File: src/rtl/qspi_rom_fetch_cache_pkg.sv
// Shared types and constants for the QSPI ROM fetch cache: one-hot FSM
// encoding, data word width and tag-width derivation.
package qspi_rom_fetch_cache_pkg;

  localparam int WORD_WIDTH = 32;

  typedef enum logic [3:0] {
    ST_IDLE    = 4'b0001,
    ST_LOOKUP  = 4'b0010,
    ST_FILL    = 4'b0100,
    ST_RELEASE = 4'b1000
  } state_e;

  // Byte address minus the 2 word-offset bits and the index bits.
  function automatic int tag_width(input int addr_width, input int index_bits);
    return addr_width - 2 - index_bits;
  endfunction

endpackage

File: src/rtl/rom_cache_store.sv
// Tag/data storage for the fetch cache: synchronous read, single write port,
// no reset (line validity lives in the parent).
module rom_cache_store
  import qspi_rom_fetch_cache_pkg::*;
#(
  parameter int INDEX_BITS = 4,
  parameter int TAG_W      = 18
) (
  input  logic                  clk,
  input  logic                  rd_en,
  input  logic [INDEX_BITS-1:0] rd_index,
  output logic [TAG_W-1:0]      rd_tag,
  output logic [WORD_WIDTH-1:0] rd_data,
  input  logic                  wr_en,
  input  logic [INDEX_BITS-1:0] wr_index,
  input  logic [TAG_W-1:0]      wr_tag,
  input  logic [WORD_WIDTH-1:0] wr_data
);

  localparam int LINES = 1 << INDEX_BITS;

  logic [TAG_W-1:0]      mem_tag_q  [LINES];
  logic [WORD_WIDTH-1:0] mem_data_q [LINES];
  logic [TAG_W-1:0]      rd_tag_q;
  logic [WORD_WIDTH-1:0] rd_data_q;

  always_ff @(posedge clk) begin
    if (wr_en) begin
      mem_tag_q[wr_index]  <= wr_tag;
      mem_data_q[wr_index] <= wr_data;
    end
    if (rd_en) begin
      rd_tag_q  <= mem_tag_q[rd_index];
      rd_data_q <= mem_data_q[rd_index];
    end
  end

  assign rd_tag  = rd_tag_q;
  assign rd_data = rd_data_q;

endmodule

File: src/rtl/qspi_rom_fetch_cache.sv
// Direct-mapped, one-word-per-line read cache between the CPU fetch port and
// the QSPI ROM controller. Both sides use a 4-phase req/ack handshake.
module qspi_rom_fetch_cache
  import qspi_rom_fetch_cache_pkg::*;
#(
  parameter int ADDR_WIDTH = 24,
  parameter int INDEX_BITS = 4
) (
  input  logic                  clk,
  input  logic                  nreset,
  input  logic [ADDR_WIDTH-1:0] cpu_address,
  input  logic                  cpu_req,
  output logic                  cpu_ack,
  output logic [WORD_WIDTH-1:0] cpu_data,
  input  logic                  flush,
  output logic [ADDR_WIDTH-1:0] rom_address,
  output logic                  rom_req,
  input  logic                  rom_ack,
  input  logic [WORD_WIDTH-1:0] rom_data,
  output state_e                dbg_state
);

  // Handshake: a requester raises req and holds it until it sees ack; the
  // responder holds ack until req falls, then drops ack. A new req is only
  // raised once ack is low again.

  localparam int TAG_W = tag_width(ADDR_WIDTH, INDEX_BITS);
  localparam int LINES = 1 << INDEX_BITS;

  state_e                  state_q, state_d;
  logic                    cpu_ack_q, cpu_ack_d;
  logic [WORD_WIDTH-1:0]   cpu_data_q, cpu_data_d;
  logic                    rom_req_q, rom_req_d;
  logic [ADDR_WIDTH-1:0]   rom_address_q, rom_address_d;
  logic [LINES-1:0]        valid_q, valid_d;
  logic                    flush_pending_q, flush_pending_d;
  logic [ADDR_WIDTH-3:0]   addr_q, addr_d;

  logic [INDEX_BITS-1:0]   lk_index;
  logic [TAG_W-1:0]        lk_tag;
  logic                    st_rd_en;
  logic                    st_wr_en;
  logic [TAG_W-1:0]        st_tag;
  logic [WORD_WIDTH-1:0]   st_data;
  logic                    unused_addr_bits;

  assign unused_addr_bits = ^cpu_address[1:0];
  assign lk_index         = addr_q[INDEX_BITS-1:0];
  assign lk_tag           = addr_q[ADDR_WIDTH-3:INDEX_BITS];

  rom_cache_store #(
    .INDEX_BITS (INDEX_BITS),
    .TAG_W      (TAG_W)
  ) u_store (
    .clk      (clk),
    .rd_en    (st_rd_en),
    .rd_index (cpu_address[INDEX_BITS+1:2]),
    .rd_tag   (st_tag),
    .rd_data  (st_data),
    .wr_en    (st_wr_en),
    .wr_index (lk_index),
    .wr_tag   (lk_tag),
    .wr_data  (rom_data)
  );

  always_comb begin
    state_d         = state_q;
    cpu_ack_d       = cpu_ack_q;
    cpu_data_d      = cpu_data_q;
    rom_req_d       = rom_req_q;
    rom_address_d   = rom_address_q;
    valid_d         = valid_q;
    flush_pending_d = flush_pending_q;
    addr_d          = addr_q;
    st_rd_en        = 1'b0;
    st_wr_en        = 1'b0;

    case (state_q)
      ST_IDLE: begin
        if (cpu_req && !cpu_ack_q) begin
          addr_d   = cpu_address[ADDR_WIDTH-1:2];
          st_rd_en = 1'b1;
          state_d  = ST_LOOKUP;
        end else if (!cpu_req) begin
          cpu_ack_d = 1'b0;
        end
      end
      ST_LOOKUP: begin
        if (valid_q[lk_index] && (st_tag == lk_tag) && !flush) begin
          cpu_data_d = st_data;
          cpu_ack_d  = 1'b1;
          state_d    = ST_IDLE;
        end else begin
          rom_address_d = {addr_q, 2'b00};
          rom_req_d     = 1'b1;
          state_d       = ST_FILL;
        end
      end
      ST_FILL: begin
        if (flush) flush_pending_d = 1'b1;
        if (rom_ack) begin
          st_wr_en          = 1'b1;
          valid_d[lk_index] = !(flush_pending_q || flush);
          cpu_data_d        = rom_data;
          cpu_ack_d         = 1'b1;
          rom_req_d         = 1'b0;
          state_d           = ST_RELEASE;
        end
      end
      ST_RELEASE: begin
        if (flush) flush_pending_d = 1'b1;
        if (!cpu_req) cpu_ack_d = 1'b0;
        if (!rom_ack) begin
          flush_pending_d = 1'b0;
          state_d         = ST_IDLE;
        end
      end
      default: begin
        state_d = ST_IDLE;
      end
    endcase

    // Applied last so a flush always beats a same-cycle line fill.
    if (flush) valid_d = '0;
  end

  always_ff @(posedge clk or negedge nreset) begin
    if (!nreset) begin
      state_q         <= ST_IDLE;
      cpu_ack_q       <= 1'b0;
      cpu_data_q      <= '0;
      rom_req_q       <= 1'b0;
      rom_address_q   <= '0;
      valid_q         <= '0;
      flush_pending_q <= 1'b0;
      addr_q          <= '0;
    end else begin
      state_q         <= state_d;
      cpu_ack_q       <= cpu_ack_d;
      cpu_data_q      <= cpu_data_d;
      rom_req_q       <= rom_req_d;
      rom_address_q   <= rom_address_d;
      valid_q         <= valid_d;
      flush_pending_q <= flush_pending_d;
      addr_q          <= addr_d;
    end
  end

  assign cpu_ack     = cpu_ack_q;
  assign cpu_data    = cpu_data_q;
  assign rom_req     = rom_req_q;
  assign rom_address = rom_address_q;
  assign dbg_state   = state_q;

endmodule

File: config.mk
export PLATFORM = sky130hd
export DESIGN_NAME = qspi_rom_fetch_cache
export DESIGN_NICKNAME = d
export VERILOG_FILES = /design/src/rtl/qspi_rom_fetch_cache_pkg.sv /design/src/rtl/rom_cache_store.sv /design/src/rtl/qspi_rom_fetch_cache.sv
export SDC_FILE = /design/constraint.sdc
export NUM_CORES = 1
export LEC_CHECK = 0
export BUFFER_PORTS_ARGS = -buffer_cell sky130_fd_sc_hd__buf_2
export CAP_MARGIN = 20
export CORE_MARGIN = 3
export CORE_UTILIZATION = 61
export DETAILED_ROUTE_END_ITERATION = 8
export PLACE_DENSITY = 0.83
export SYNTH_ARGS = -nofsm -noshare
export SYNTH_HDL_FRONTEND = slang
export SYNTH_SLANG_ARGS = --single-unit
File: constraint.sdc
create_clock -name clk -period 8.56 [get_ports clk]
set_clock_uncertainty 0.1 [all_clocks]
set_input_delay 0.856 -clock clk [delete_from_list [all_inputs] [get_ports clk]]
set_output_delay 0.856 -clock clk [all_outputs]
set_load 0.05 [all_outputs]
# Yosys cells after proc, flatten, opt, wreduce, memory -nomap -nowiden
# Memory sizes are Yosys's and may differ from the RTL's. A register that Yosys moved wholly into a read port is not among the register bits.
# Cells that the tools add are included.
[totals]
inputBits = 61
out_inout_bits = 62
romBits = 0
ff_bits = 99
latchBits = 0
elab_cells = 77
ram_bits = 800
mem_count = 2
[op_classes]
n_lt_le_gt_ge = 2
eq_ne = 11
shift = 0
n_reduce_logical = 20
n_mul = 0
n_addsub = 0
mux = 33
div_mod_pow = 0
n_bitwise = 1
[memory_table]
columns = ["memory", "words", "word_bits", "rd", "rd_ports_with_merged_regs", "wr", "line_no", "rtl"]
rows = [
  ["u_store.mem_data_q", 16, 32, 1, 1, 1, "rom_cache_store.sv:23", "logic [WORD_WIDTH-1:0] mem_data_q [LINES];"],
  ["u_store.mem_tag_q", 16, 18, 1, 1, 1, "rom_cache_store.sv:22", "logic [TAG_W-1:0] mem_tag_q [LINES];"],
]
[ops]
columns = ["cell", "count"]
rows = [
  ["32-bit 2-to-1 mux", 2],
  ["32-bit one-hot mux with 2 select lines", 1],
  ["16-bit 2-to-1 mux", 3],
  ["18-bit equality test", 1],
  ["16-bit bitwise mux", 1],
  ["1-bit 2-to-1 mux", 16],
  ["4-bit one-hot mux with 4 select lines", 1],
  ["4-bit 2-to-1 mux", 3],
  ["2-bit inequality test (second input constant)", 6],
  ["3-bit AND reduction", 3],
  ["2-bit nonzero test", 4],
  ["2-bit AND reduction", 3],
  ["4-bit by 5-bit < comparator with 1-bit output (second input constant)", 1],
  ["1-bit binary-select mux with 4-bit select", 1],
  ["1-bit demux with 4-bit select", 1],
  ["4-bit by 1-bit equality test with 1-bit output (second input constant)", 1],
  ["4-bit by 2-bit equality test with 1-bit output (second input constant)", 1],
  ["4-bit by 3-bit equality test with 1-bit output (second input constant)", 1],
  ["4-bit equality test (second input constant)", 1],
  ["4-bit by 1-bit greater-or-equal comparator with 1-bit output (second input constant)", 1],
  ["1-bit logical AND", 4],
  ["1-bit one-hot mux with 2 select lines", 2],
  ["1-bit one-hot mux with 4 select lines", 1],
  ["4-bit AND reduction", 1],
  ["other kinds (5)", 7],
]

# Logic depth before layout (Yosys ltp)
# Gate-level depths: netlist of run 1.
[logic_depth]
depth_word = 8
depth_mapped = 7
mapped_depth_nobuf = 5

# Hierarchy
# From an unflattened synthesis of run 1, not the netlist that was laid out.
[hier_totals]
cells_unflattened = 1643
hier_area_um2 = 36140.9
[modules_own_cells]
columns = ["mod", "cells_each", "seq_area_each_um2", "area_per_inst_um2", "instances"]
rows = [
  ["rom_cache_store", 1294, 25524.5, 31413.9, 1],
  ["qspi_rom_fetch_cache", 349, 2478.6, 4727.0, 1],
]

# Worst setup path after synthesis of run 1
# No wires, ideal clock.
[synth_timing]
kind = "input -> register"
startpoint = "input port rom_ack"
endpoint = "register valid_q[0]"
path_stages = 4
required_time_ps = 8094
t_arrival_ps = 6750
setup_time_ps = 366
path_slack_ps = 1344
path_buffers = 0
cell_sequence = "nor3b_1 > nand2_1 > nor4_1 > a211oi_1"
[synth_between]
elab_chain_cells = 2
[synth_lines]
columns = ["item", "line_no", "rtl"]
rows = [
  ["start: declaration", "qspi_rom_fetch_cache.sv:18", "input logic rom_ack,"],
  ["2-bit nonzero test (no source line)", "--", ""],
  ["2-bit AND reduction (no source line)", "--", ""],
  ["end signal: assignment", "qspi_rom_fetch_cache.sv:143", "valid_q <= valid_d;"],
  ["end: declaration", "qspi_rom_fetch_cache.sv:35", "logic [LINES-1:0] valid_q, valid_d;"],
]
# Every way passes these cells.
# A chain may end at the register's enable or synchronous reset.

# Worst setup path after layout of run 1
[layout_timing]
startpoint = "register state_q[1], in the netlist dbg_state[1]"
endpoint = "memory u_store.mem_data_q[4][8], enable pin"
[layout_between]
elab_chain_cells = 4
[layout_lines]
columns = ["item", "line_no", "rtl"]
rows = [
  ["start: declaration", "qspi_rom_fetch_cache.sv:30", "state_e state_q, state_d;"],
  ["start signal: assignment", "qspi_rom_fetch_cache.sv:138", "state_q <= state_d;"],
  ["4-bit by 3-bit equality test with 1-bit output", "qspi_rom_fetch_cache.sv:78", "case (state_q)"],
  ["1-bit 2-to-1 mux", "qspi_rom_fetch_cache.sv:78", ""],
  ["1-bit 2-to-1 mux", "rom_cache_store.sv:28", "if (wr_en) begin"],
  ["1-bit 2-to-1 mux (not written as such)", "rom_cache_store.sv:30", "mem_data_q[wr_index] <= wr_data;"],
  ["end: declaration", "rom_cache_store.sv:23", ""],
]
# Every way passes these cells.

==> results of run 1 <==
==> flip-flops by register name, summed over array words and instances, names as in the netlist <==
name and count:
u_store.mem_data_q 512, u_store.mem_tag_q 288, cpu_data 32, u_store.rd_data 32
addr_q 22, rom_address 22, u_store.rd_tag 18, valid_q 16
dbg_state 4, cpu_ack 1, flush_pending_q 1, rom_req 1
==> final timing paths <==
check	slack, ns	endpoint	cells past startpoint
setup / recovery	4.94	u_store.mem_data_q[4][8]	5
hold / removal	0.14	cpu_data[9]	1
setup reg to reg	4.94	u_store.mem_data_q[4][8]	5
hold reg to reg	0.38	rom_address[9]	1
max in group asynchronous	6.87	cpu_data[24]	2
min in group clk	0.36	addr_q[20]	2
==> synth_stat cells, types with 2 or more instances <==
library cell	instances
mux2_2	29
buf_1	3
buf_2	25
buf_6	5
edfxtp_1	850
nand2_1	5
o221a_2	2
a21oi_1	2
mux2i_1	3
a21o_1	2
xnor2_1	18
a211oi_1	16
o21ai_0	2
nand4_1	5
or4_1	2
o221a_1	30
nand4b_1	2
inv_1	2
nand2b_1	34
mux4_2	254
nor2b_1	2
clkbuf_1	46
nor4_1	7
buf_4	3
nor2_1	29
nor3_1	3
mux2_1	17
dfrtp_1	98
==> power breakdown <==
group          total, W  internal [W]  switching [W]
Sequential      0.00600       0.00556       0.000441
Clock           0.00422       0.00250        0.00173
Combinational   0.00148      0.000482        0.00100
==> cell usage in the layout (no fill, tap or decap), types with 8 or more instances in the layout <==
master / instances
a211oi_1: 16
nor2_1: 17
bufinv_16: 14
clkbuf_16: 93
o221a_1: 30
dfrtp_1: 98
edfxtp_1: 850
clkbuf_1: 19
clkbuf_8: 11
mux4_2: 254
mux2_2: 29
buf_2: 114
buf_4: 34
xnor2_1: 18
clkinv_1: 14
clkinv_2: 8
nor2_4: 12
nand2b_1: 34
mux2_1: 17
==> layout make-up <==
cell class | instances | area [µm²] | area share [%]
Inverter | 2 | 7.507 | 0.01847
Multi-Input combinational cell | 477 | 7649 | 18.82
Clock inverter | 44 | 574.3 | 1.413
Sequential cell | 949 | 28000 | 68.90
Antenna cell | 3 | 7.507 | 0.01847
Tap cell | 765 | 957.2 | 2.355
Clock buffer | 122 | 2536 | 6.240
Timing Repair Buffer | 152 | 909.6 | 2.238
==> stage by stage <==
| stage | hold WS (ns) | util, % |
|---|---|---|
| after floorplan | 0.4046 | - |
| after global placement | 0.3655 | 64.58 |
| after detailed placement | 0.3701 | 64.62 |
| after CTS | 0.1180 | 69.98 |
| after global routing | 0.1393 | 70.03 |
| final | 0.1401 | 70.04 |
==> cells by family after synthesis <==
kind of cell	synth area share (%)
flops	77.95
mux	17.45
simple gates	1.449
buf+inv	1.114
compound gates	1.567
xor+xnor	0.4632
other cells	0.01044
==> critical path: stages (launching register included) <==
cell and delay [ns]:
dfrtp_1 0.46, nor3b_1 0.61, nand4b_1 0.56, nor2_4 0.72, buf_16 0.25, buf_4 0.48
==> per-layer routing <==
layer,up-vias,global-route usage (%),routed length (µm)
met5,-,0,13
met4,2,12.01,3372
met3,249,5.815,8958
met2,1390,45.49,45410
met1,9354,39.35,31210
li1,6734,-,-
==> impl_metrics.env, run 1 <==
export IMPL_required_ns=8.72
export IMPL_hold_viol_final=0
export IMPL_htree_levels=3
export IMPL_cp_max_fo=26
export IMPL_wire_per_inst_um=35.39
export IMPL_placedCellCount=2344
export IMPL_design_power_total_w=0.01171
export IMPL_grt_pass1_vias=18381
export IMPL_grt_start_max_net_pins=85
export IMPL_hold_buffers=0
export IMPL_worst_pin_slew_ns=1.147
export IMPL_max_cap_viol_count=0
export IMPL_ys_types=42
export IMPL_track_usage_pct=28.50
export IMPL_antenna_found_initial=2
export IMPL_die_h_um=248.7
export IMPL_die_area_mm2=0.06184
export IMPL_setup_slack_ns=4.943
export IMPL_critPathCaptureType="register"
export IMPL_dp_hpwl_mm=37.61
export IMPL_rsz0062_at_grt="no"
export IMPL_postPlaceCellArea_mm2=0.03750
export IMPL_yosys_warnings=0
export IMPL_hold_class="in2async"
export IMPL_seq_area_frac_synth_pct=77.95
export IMPL_worst_ep_arrival_time_ns=3.78
export IMPL_drc_errors=0
export IMPL_synth_largest_area_cell="edfxtp_1"
export IMPL_wirelength_mm=88.97
export IMPL_stdcell_count=2514
export IMPL_final_antenna_net_count=0
export IMPL_fin_nets=1732
export IMPL_first_pass_iters=5
export IMPL_vias=17729
export IMPL_max_freq_mhz=276.5
export IMPL_grt_pass1_wl_mm=126.9
export IMPL_dieWidth_um=248.7
export IMPL_ys_ff_latch=949
export IMPL_setup_viol=0
export IMPL_core_mm2=0.05803
export IMPL_avgSynthCellArea_um2=23.79
export IMPL_synth_main_ff_cell="edfxtp_1"
export IMPL_synth_area_mm2=0.03593
export IMPL_ir_drop_mv=0.2517
export IMPL_path_class="reg2reg"
export IMPL_fin_tns_setup_ns=0
export IMPL_drive_gt1_share_pct=33.91
export IMPL_slew_viol_final=0
export IMPL_cts_root_buf="clkbuf_16"
export IMPL_synth_edf_count=850
export IMPL_slew_headroom_pct=23.52
export IMPL_stdcell_area_mm2=0.04064
export IMPL_cts_resized=0
export IMPL_gp_congestion=0.7234
export IMPL_cts_post_setup_buffers_inserted=0
export IMPL_synth_top_area_share_pct=71.05
export IMPL_leakage_nw=13.15
export IMPL_synthTopCellsByArea="edfxtp_1 71%, mux4_2 16%, dfrtp_1 6.8%, o221a_1 0.94%, mux2_2 0.91%"
export IMPL_synth_cells=1510
export IMPL_ioPinCount=123
export IMPL_overflow=0
export IMPL_r2r_start="dbg_state[1]"
export IMPL_drtIter0Drc=2507
export IMPL_ys_async_sr_fraction_pct=10.43
export IMPL_cp_startpoint="dbg_state[1]"
export IMPL_cts_max_path_buffers=3
export IMPL_clk_pin_slew_ns=0.07
export IMPL_area_growth_syn_to_layout_pct=13.13
export IMPL_post_route_min_period_ns=3.617
export IMPL_pre_cts_ws_ns=4.345
export IMPL_powerDensity_mw_per_mm2=288.0
export IMPL_via_per_inst=7.052
export IMPL_cts_buffers_inserted=89
export IMPL_cts_tree="yes"
export IMPL_port_buffers=118
export IMPL_startpoint_type="register"
export IMPL_run_status="complete, no violations"
export IMPL_n_fill_cell=3178
export IMPL_fin_crit_sh_pct=42.26
export IMPL_clock_sinks=949
export IMPL_rows=88
export IMPL_start_util_pct=61.91
export IMPL_clock_latency_ns=0.64
Note: power is estimated with default switching activity, not from simulation.
==> run 2, diff against run 1 <==
ABC_AREA = 1   (was default)
CORE_UTILIZATION = 56   (was 61)
PLACE_DENSITY = 0.8   (was 0.83)
clock period = 3.2 ns   (was 8.56 ns; I/O delays follow)
==> impl_metrics.env, run 2 <==
export IMPL_run_status="complete, no violations"
export IMPL_core_mm2=0.06610
export IMPL_cts_root_buf="clkbuf_16"
export IMPL_vias=24159
export IMPL_reg_top3="u_store.mem_data_q x512, u_store.mem_tag_q x288"
export IMPL_clock_latency_ns=0.65
export IMPL_fin_nets=2909
export IMPL_n_fill_cell=4379
export IMPL_setup_viol=0
export IMPL_synth_compound_area_share_pct=9.223
export IMPL_cts_buffers_inserted=91
export IMPL_synth_main_ff_cell="edfxtp_1"
export IMPL_wl_met3_mm=9.705
export IMPL_slew_viol_final=0
export IMPL_maxUsedRoutingLayer="met5"
export IMPL_ys_ff_latch=949
export IMPL_fin_crit_sh_pct=80.65
export IMPL_hold_ws_ns=0.1885
export IMPL_gp_congestion=0.8351
export IMPL_cts_post_setup_buffers_inserted=0
export IMPL_path_buf_inv=4
export IMPL_critPathCaptureType="register"
export IMPL_synth_mux_area_share_pct=4.348
export IMPL_wire_per_inst_um=24.72
export IMPL_area_growth_syn_to_layout_pct=14.48
export IMPL_dieWidth_um=264.9
export IMPL_top_register="u_store.mem_data_q"
export IMPL_track_usage_pct=26.35
export IMPL_synth_top_cells_by_count="850 x edfxtp_1, 358 x nand2_1, 316 x nor2_1"
export IMPL_dp_hpwl_mm=47.57
export IMPL_drive_gt1_share_pct=12.65
export IMPL_cp_max_fo=43
export IMPL_cts_resized=0
export IMPL_final_antenna_net_count=0
export IMPL_synth_edf_count=850
export IMPL_rows=94
export IMPL_design_power_total_w=0.03097
export IMPL_synth_area_mm2=0.03752
export IMPL_via_per_inst=6.374
export IMPL_post_route_min_period_ns=2.581
export IMPL_port_buffers=118
export IMPL_first_pass_iters=6
export IMPL_slew_headroom_pct=25.83
export IMPL_cts_max_path_buffers=3
export IMPL_yosys_warnings=0
export IMPL_synth_xor_xnor_area_share_pct=0.04668
export IMPL_clock_sinks=949
export IMPL_synth_most_common_cell="edfxtp_1"
export IMPL_path_class="reg2reg"
export IMPL_yosys_area_share_simple_pct=8.796
export IMPL_rsz0062_at_grt="no"
export IMPL_ir_drop_mv=0.4721
export IMPL_seq_area_mm2=0.02800
export IMPL_crit_chain="inv_1, nand4_2, inv_2, nand2_2, buf_4, nor2_4, buf_12"
export IMPL_synth_top_area_share_pct=68.02
export IMPL_multi_input_area_mm2=0.008436
export IMPL_fin_tns_setup_ns=0
export IMPL_hold_viol_final=0
export IMPL_antenna_found_initial=3
export IMPL_fin_util_pct=64.99
export IMPL_synth_cells=2698
export IMPL_drtIter0Drc=3443
export IMPL_htree_levels=3
export IMPL_crit_family="buffers and inverters"
export IMPL_stdcell_count=3790
export IMPL_layout_common_cells="850 x edfxtp_1, 357 x nand2_1, 314 x nor2_1"
export IMPL_grt_pass1_wl_mm=140.6
export IMPL_grt_start_max_net_pins=106
export IMPL_final_common_cell="edfxtp_1"
export IMPL_leakage_nw=15.51
export IMPL_avgSynthCellArea_um2=13.91
export IMPL_overflow=0
export IMPL_startpoint_type="register"
export IMPL_max_freq_mhz=387.5
export IMPL_hold_buffers=53
export IMPL_drc_errors=0
export IMPL_clk_pin_slew_ns=0.06
export IMPL_rrSetupSlack_ns=0.62
export IMPL_die_h_um=264.9
export IMPL_seq_area_frac_synth_pct=74.63
export IMPL_synthTopCellsByArea="edfxtp_1 68%, dfrtp_1 6.5%, mux2i_1 4.3%, o221ai_1 3.8%, nand2_1 3.6%"
export IMPL_ys_types=40
export IMPL_hold_class="in2reg"
export IMPL_cp_slowest_cell="nor2_4"
export IMPL_wl_met1_mm=36.10
export IMPL_max_stage_delay_ns=0.44
export IMPL_synth_top_family_by_area="compound AO/OA/AOI/OAI gates"
export IMPL_start_util_pct=56.77
export IMPL_wirelength_mm=93.70
export IMPL_ys_async_sr_fraction_pct=10.43
export IMPL_required_ns=3.39
export IMPL_grt_pass1_vias=23846
export IMPL_worst_pin_slew_ns=1.113
export IMPL_largest_register_ffs=512
export IMPL_max_cap_viol_count=0
export IMPL_cts_tree="yes"
export IMPL_synth_fa_ha_area_share_pct=0
export IMPL_placedCellCount=3566
export IMPL_worst_ep_arrival_time_ns=2.77
export IMPL_ioPinCount=123
export IMPL_wl_met2_mm=44.78
export IMPL_powerDensity_mw_per_mm2=720.9
export IMPL_die_area_mm2=0.07015
export IMPL_synth_largest_area_cell="edfxtp_1"
-- run 2: cell count changes after synthesis, moves of 29 or more --
cell      previous run  this run
nor2_1              29       316
o221a_1             30         0
o211ai_1             0        35
nand3_1              1       115
clkbuf_1            46       122
mux2i_1              3       163
nand2b_1            34         0
mux2_2              29         0
o32ai_1              1        34
o21ai_0              2       249
mux4_2             254         0
nand2_1              5       358
o221ai_1             0       163
inv_1                2        69
-- run 2: worst paths after layout --
check                                startpoint                         to  cells after the start
worst max-delay path               dbg_state[1]  u_store.mem_data_q[0][28]                      7
worst min-delay path                      flush               dbg_state[0]                      8
worst max register to register     dbg_state[1]  u_store.mem_data_q[0][28]                      7
worst min register to register  rom_address[22]            rom_address[22]                      2
max in group asynchronous                nreset               cpu_data[28]                      3
min in group asynchronous                nreset                cpu_data[6]                      2
-- run 2: where the power goes --
part	leakage (nW)	switching, W	internal, W
registers	8.96	0.000780	0.0147
logic	5.04	0.00328	0.00114
clock network	1.51	0.00454	0.00650
-- run 2: worst min-delay path, delay by kind of cell --
kind	cells	cell delay (ns)
AOI/OAI and AO/OA	2	0.11
and+or+nand+nor	5	0.37
buffers and inverters	1	0.10
-- run 2: kinds of logic (layout without fill, tap and decap cells) --
| kind of cell | Yosys count | in the layout |
|---|---|---|
| buf+inv | 252 | 477 |
| other cells | 1 | 4 |
| compound gates | 515 | 515 |
| simple gates | 816 | 816 |
| xor+xnor | 2 | 2 |
| mux | 163 | 163 |
| flops | 949 | 949 |
-- run 2: per-layer routing --
| metal | track usage (%) | vias to the layer above |
|---|---|---|
| li1 | - | 10391 |
| met1 | 36.42 | 11943 |
| met2 | 42.32 | 1550 |
| met3 | 4.966 | 273 |
| met4 | 9.805 | 2 |
| met5 | 0 | - |
-- run 2: area by class of cell --
cell class | instances | area share [%]
inverters | 75 | 0.6728
clock buffers | 122 | 5.930
well taps | 864 | 2.517
clock inverters | 47 | 1.270
repair buffers | 233 | 4.771
multi-input cells | 1498 | 19.64
flip-flops and latches | 949 | 65.19
diodes | 2 | 0.01165
-- run 2: through the flow --
| stage | area (µm²) | worst slack [ns] |
|---|---|---|
| after detailed placement | 39330 | 0.6624 |
| after floorplan | 37530 | -0.007797 |
| after global placement | 39330 | 0.7025 |
| after CTS | 42950 | 0.6274 |
| after global routing | 42960 | 0.4356 |
| final | 42960 | 0.6191 |
